$ cat src/rtl/alu_cmd_issuer.sv
// Issues one ALU command at a time: latches operands, waits SETTLE cycles, then captures the
// ALU result and status. Also checks the compare flags and counts mismatches.
module alu_cmd_issuer #(
    parameter int unsigned SETTLE = 2
) (
    input  logic       clk,
    input  logic       rst_n,

    input  logic       cmd_valid,
    output logic       cmd_ready,
    input  logic [7:0] cmd_a,
    input  logic [7:0] cmd_b,
    input  logic [1:0] cmd_op,

    output logic [7:0] alu_a,
    output logic [7:0] alu_b,
    output logic [1:0] alu_op,
    input  logic [7:0] alu_y,
    input  logic       alu_parity,
    input  logic       alu_overflow,
    input  logic       alu_greater,
    input  logic       alu_is_eq,
    input  logic       alu_less,

    output logic       rsp_valid,
    input  logic       rsp_ready,
    output logic [7:0] rsp_y,
    output logic [4:0] rsp_flags,
    output logic       rsp_err,
    output logic [7:0] err_cnt
);

    localparam logic [3:0] CntLoad = 4'(SETTLE - 1);

    typedef enum logic [1:0] {
        StIdle,
        StDrive,
        StResp
    } state_e;

    state_e     state_q, state_d;
    logic [3:0] cnt_q, cnt_d;
    logic [7:0] a_q, a_d;
    logic [7:0] b_q, b_d;
    logic [1:0] op_q, op_d;
    logic [7:0] y_q, y_d;
    logic [4:0] flags_q, flags_d;
    logic       err_q, err_d;
    logic [7:0] err_cnt_q, err_cnt_d;

    logic [2:0] cmp_exp;
    logic [2:0] cmp_got;
    logic       mismatch;

    // Reference compare is taken from the held operands, not the live command inputs.
    assign cmp_exp  = {a_q > b_q, a_q == b_q, a_q < b_q};
    assign cmp_got  = {alu_greater, alu_is_eq, alu_less};
    assign mismatch = (cmp_got != cmp_exp);

    always_comb begin
        state_d   = state_q;
        cnt_d     = cnt_q;
        a_d       = a_q;
        b_d       = b_q;
        op_d      = op_q;
        y_d       = y_q;
        flags_d   = flags_q;
        err_d     = err_q;
        err_cnt_d = err_cnt_q;

        unique case (state_q)
            StIdle: begin
                if (cmd_valid) begin
                    a_d     = cmd_a;
                    b_d     = cmd_b;
                    op_d    = cmd_op;
                    cnt_d   = CntLoad;
                    state_d = StDrive;
                end
            end
            StDrive: begin
                if (cnt_q == 4'd0) begin
                    y_d     = alu_y;
                    flags_d = {alu_parity, alu_overflow, alu_greater, alu_is_eq, alu_less};
                    err_d   = mismatch;
                    if (mismatch && (err_cnt_q != 8'hFF)) begin
                        err_cnt_d = err_cnt_q + 8'd1;
                    end
                    state_d = StResp;
                end else begin
                    cnt_d = cnt_q - 4'd1;
                end
            end
            StResp: begin
                if (rsp_ready) begin
                    state_d = StIdle;
                end
            end
            default: begin
                state_d = StIdle;
            end
        endcase
    end

    always_ff @(posedge clk or negedge rst_n) begin
        if (!rst_n) begin
            state_q   <= StIdle;
            cnt_q     <= 4'd0;
            a_q       <= 8'h00;
            b_q       <= 8'h00;
            op_q      <= 2'b00;
            y_q       <= 8'h00;
            flags_q   <= 5'b00000;
            err_q     <= 1'b0;
            err_cnt_q <= 8'h00;
        end else begin
            state_q   <= state_d;
            cnt_q     <= cnt_d;
            a_q       <= a_d;
            b_q       <= b_d;
            op_q      <= op_d;
            y_q       <= y_d;
            flags_q   <= flags_d;
            err_q     <= err_d;
            err_cnt_q <= err_cnt_d;
        end
    end

    assign cmd_ready = (state_q == StIdle);
    assign rsp_valid = (state_q == StResp);
    assign alu_a     = a_q;
    assign alu_b     = b_q;
    assign alu_op    = op_q;
    assign rsp_y     = y_q;
    assign rsp_flags = flags_q;
    assign rsp_err   = err_q;
    assign err_cnt   = err_cnt_q;

endmodule

$ cat config.mk
export PLATFORM = sky130hd
export DESIGN_NAME = alu_cmd_issuer
export DESIGN_NICKNAME = d
export VERILOG_FILES = /design/src/rtl/alu_cmd_issuer.sv
export SDC_FILE = /design/constraint.sdc
export NUM_CORES = 1
export LEC_CHECK = 0
export ABC_AREA = 1
export ABC_CLOCK_PERIOD_IN_PS = 3400
export BUFFER_PORTS_ARGS = -buffer_cell sky130_fd_sc_hd__buf_2
export CORE_ASPECT_RATIO = 0.5
export CORE_MARGIN = 2
export CORE_UTILIZATION = 50
export DETAILED_ROUTE_END_ITERATION = 7
export PLACE_DENSITY = 0.8
export RECOVER_POWER = 100
export SETUP_SLACK_MARGIN = 0.1
export SYNTH_ARGS = -nofsm -noshare
export SYNTH_HDL_FRONTEND = slang
export SYNTH_SLANG_ARGS = --single-unit
$ cat constraint.sdc
create_clock -name clk -period 3.4 [get_ports clk]
set_input_delay 0.34 -clock clk [delete_from_list [all_inputs] [get_ports clk]]
set_output_delay 0.34 -clock clk [all_outputs]
set_load 0.01 [all_outputs]
==> impl_metrics.env <==
export IMPL_syn_area_um2=2220
export IMPL_relSlewSlack_pct=-58.3
export IMPL_cts_hold_buf=0
export IMPL_max_freq_mhz=441
export IMPL_critPathKind="flip-flop to flip-flop"
export IMPL_synth_compound_area_share_pct=3.78
export IMPL_end_kind="flip-flop"
export IMPL_fin_nets=384
export IMPL_crit_start="alu_a[7]"
export IMPL_ir_drop_uv=512
export IMPL_total_leakage_power_nw=1.41
export IMPL_max_stage_delay_ns=0.41
export IMPL_synth_top_family_by_area="simple AND/OR/NAND/NOR gates"
export IMPL_synthTopCellsByCount="117 x nand2_1, 46 x dfrtp_1, 22 x inv_1"
export IMPL_cp_start_kind="flip-flop"
export IMPL_yosysTopAreaCell="dfrtp_1"
export IMPL_cp_cell_sequence="ha_1, nand2_1, nor2_1, nand2_1, xor2_1, nand2_1, nor2_2, nand2_1, nand3_1, nand2_1, nand2_1"
export IMPL_cts_resized=0
export IMPL_grt_ovfl_total=0
export IMPL_finalPower_w=0.00241
export IMPL_ant_nets=0
export IMPL_synth_area_leaders="dfrtp_1 52%, nand2_1 20%, ha_1 6.2%, inv_1 3.7%, xor2_1 2.4%"
export IMPL_setup_ws_ns=1.13
export IMPL_htree_levels=2
export IMPL_critPathSlowestCell="dfrtp_1"
export IMPL_die_w_um=98.2
export IMPL_yosys_area_top_type_share_pct=51.9
export IMPL_synth_seq_cells=46
export IMPL_cts_buffer_depth=2
export IMPL_finalHoldViolCount=0
export IMPL_ys_flop_type="dfrtp_1"
export IMPL_drive_gt1_share_pct=14.2
export IMPL_yosysWarningCount=0
export IMPL_io_pins=77
export IMPL_wl_um=4580
export IMPL_cts_made_buffers=5
export IMPL_synth_nets=307
export IMPL_period_share_pct=66.7
export IMPL_netlist_instances=261
export IMPL_outcome="complete, but fails checks"
export IMPL_drv_slew=47
export IMPL_final_util_pct=61.1
export IMPL_arrival_ns=2.45
export IMPL_track_usage_pct=18.3
export IMPL_n_antenna_cell=0
export IMPL_synth_area_per_cell_um2=8.49
export IMPL_synth_cell_types=25
export IMPL_r2r_start="alu_a[7]"
export IMPL_clk_pin_slew_ns=0.08
export IMPL_synth_fa_ha_area_share_pct=6.21
export IMPL_tns_ns=0
export IMPL_tightestPinTransition_ns=2.38
export IMPL_reg2regPathDepth=11
export IMPL_worstReg2RegEnd="err_cnt[5]"
export IMPL_period_needed_ns=2.27
export IMPL_yosysSeqAreaShare_pct=51.9
export IMPL_required_ns=3.59
export IMPL_crit_path_end="err_cnt[5]"
export IMPL_synth_edf_count=0
export IMPL_yosysMostFrequentCell="nand2_1"
export IMPL_area_growth_pct=19.6
export IMPL_clock_sink_count=46
export IMPL_cts_root_buf="clkbuf_8"
export IMPL_failed_checks="max-capacitance violations, max-slew violations"
export IMPL_reg2reg_slack_ns=1.13
export IMPL_io_buffers=76
export IMPL_worst_path_max_fanout=10
export IMPL_min_path_type="input port to flip-flop"
export IMPL_clkLatencyLatePin_ns=0.29
export IMPL_worst_path_most_repeated_cell="nand2_1"
export IMPL_post_dp_hpwl_um=3300
export IMPL_fin_worst_skew_ns=0.00430
export IMPL_cap_violations=1
export IMPL_dp_slack_ns=1.38
export IMPL_via_count=1858
export IMPL_power_density_nw_per_um2=907
export IMPL_start_util_pct=51.1
export IMPL_fill_cells=414
export IMPL_postCtsSetupRepairBufs=0
export IMPL_die_area_um2=5020
export IMPL_grt_pass1_wl_um=7340
export IMPL_grt_max_degree=47
export IMPL_antenna_found_initial=0
export IMPL_finalSetupViolCount=0
export IMPL_synthSimpleGateAreaFrac_pct=29.3
export IMPL_fp_row_count=17
export IMPL_synthArstFlopShare_pct=100
export IMPL_wl_per_cell_um=11.6
export IMPL_core_um2=4340
export IMPL_drt_iter0_markers=47
export IMPL_routabilityCongestion=0.794
export IMPL_rsz0062_at_grt="no"
export IMPL_grt_pass1_vias=1713
export IMPL_synth_xor_area_share_pct=3.56
export IMPL_firstDrtPassIters=4
export IMPL_cts_tree="built"
export IMPL_route_detailed_drc=0
export IMPL_synthMuxAreaShare_pct=0
export IMPL_routed_via_density=4.69
export IMPL_die_height_um=51.1
-- cells by family (layout without fill, tap and decap cells) --
group | after synthesis | count (layout)
adders and majority gates | 11 | 11
and+or+nand+nor | 151 | 151
buffers and inverters | 29 | 107
xor gates and xnor gates | 9 | 9
AOI/OAI and AO/OA | 15 | 15
DFF | 46 | 46
-- where the power goes --
part,total [W],leakage (nW),internal [W],switching (W)
registers,0.000954,0.576,0.000789,0.000165
clock network,0.000340,0.0482,0.000164,0.000176
logic,0.00111,0.788,0.000389,0.000724
-- per-stage QoR --
| stage | hold slack (ns) | cell area [µm²] | cells |
|---|---|---|---|
| finish | 0.220 | 2650 | 396 |
| floorplan | 0.0444 | 2220 | 261 |
| CTS | 0.220 | 2730 | 396 |
| global placement | 0.451 | 2640 | 388 |
| global route | 0.214 | 2650 | 396 |
| detailed placement | 0.455 | 2640 | 388 |
-- how the worst min path moves through the flow --
stage	slack, ns	cells after the start	end	from
after floorplan	0.04	0	alu_a[0]	rst_n
after global placement	0.45	2	rsp_y[1]	rsp_y[1]
after detailed placement	0.45	2	rsp_y[1]	rsp_y[1]
after CTS	0.22	2	state_q[1]	rsp_ready
after global routing	0.21	2	state_q[1]	rsp_ready
final	0.22	2	state_q[1]	rsp_ready
-- sequential cells by signal, summed over array words and instances, names as in the netlist --
signal     cells
alu_a          8
alu_b          8
err_cnt        8
alu_op         2
rsp_flags      5
rsp_err        1
rsp_y          8
state_q        2
cnt_q          4
-- cell type report --
| type | count | area, µm² | area share [%] |
|---|---|---|---|
| inverter | 23 | 86.3 | 3.25 |
| timing repair buffer | 76 | 327 | 12.3 |
| tap | 57 | 71.3 | 2.69 |
| clock inverter | 1 | 5.00 | 0.189 |
| clock buffer | 7 | 86.3 | 3.25 |
| multi-input combinational | 186 | 926 | 34.9 |
| sequential | 46 | 1150 | 43.4 |
-- cell usage in the layout, fill, tap and decap left out, drive strengths merged --
cell type and n:
a21o 1, a21oi 3, buf 33, clkbuf 50, clkinv 2, dfrtp 46
ha 11, inv 22, nand2 121, nand3 5, nand4 8, nor2 15
nor3 1, nor4 1, o21ai 10, o31ai 1, xnor2 3, xor2 6
-- critical path: cells and delay by family, from the launching register on --
family	cells	cell delay, ns
and+or+nand+nor	9	1.30
DFF	1	0.41
adders and majority gates	1	0.30
xor gates and xnor gates	1	0.16
-- routing by layer --
| metal | up-vias | part of all wire [%] | track usage [%] |
|---|---|---|---|
| li1 | 968 | - | - |
| met1 | 845 | 46 | 22.4 |
| met5 | - | 0 | 0 |
| met2 | 43 | 49 | 33.4 |
| met3 | 2 | 5.2 | 4.65 |
| met4 | 0 | 0.22 | 4.34 |
Note: power is estimated with default switching activity, not from simulation.
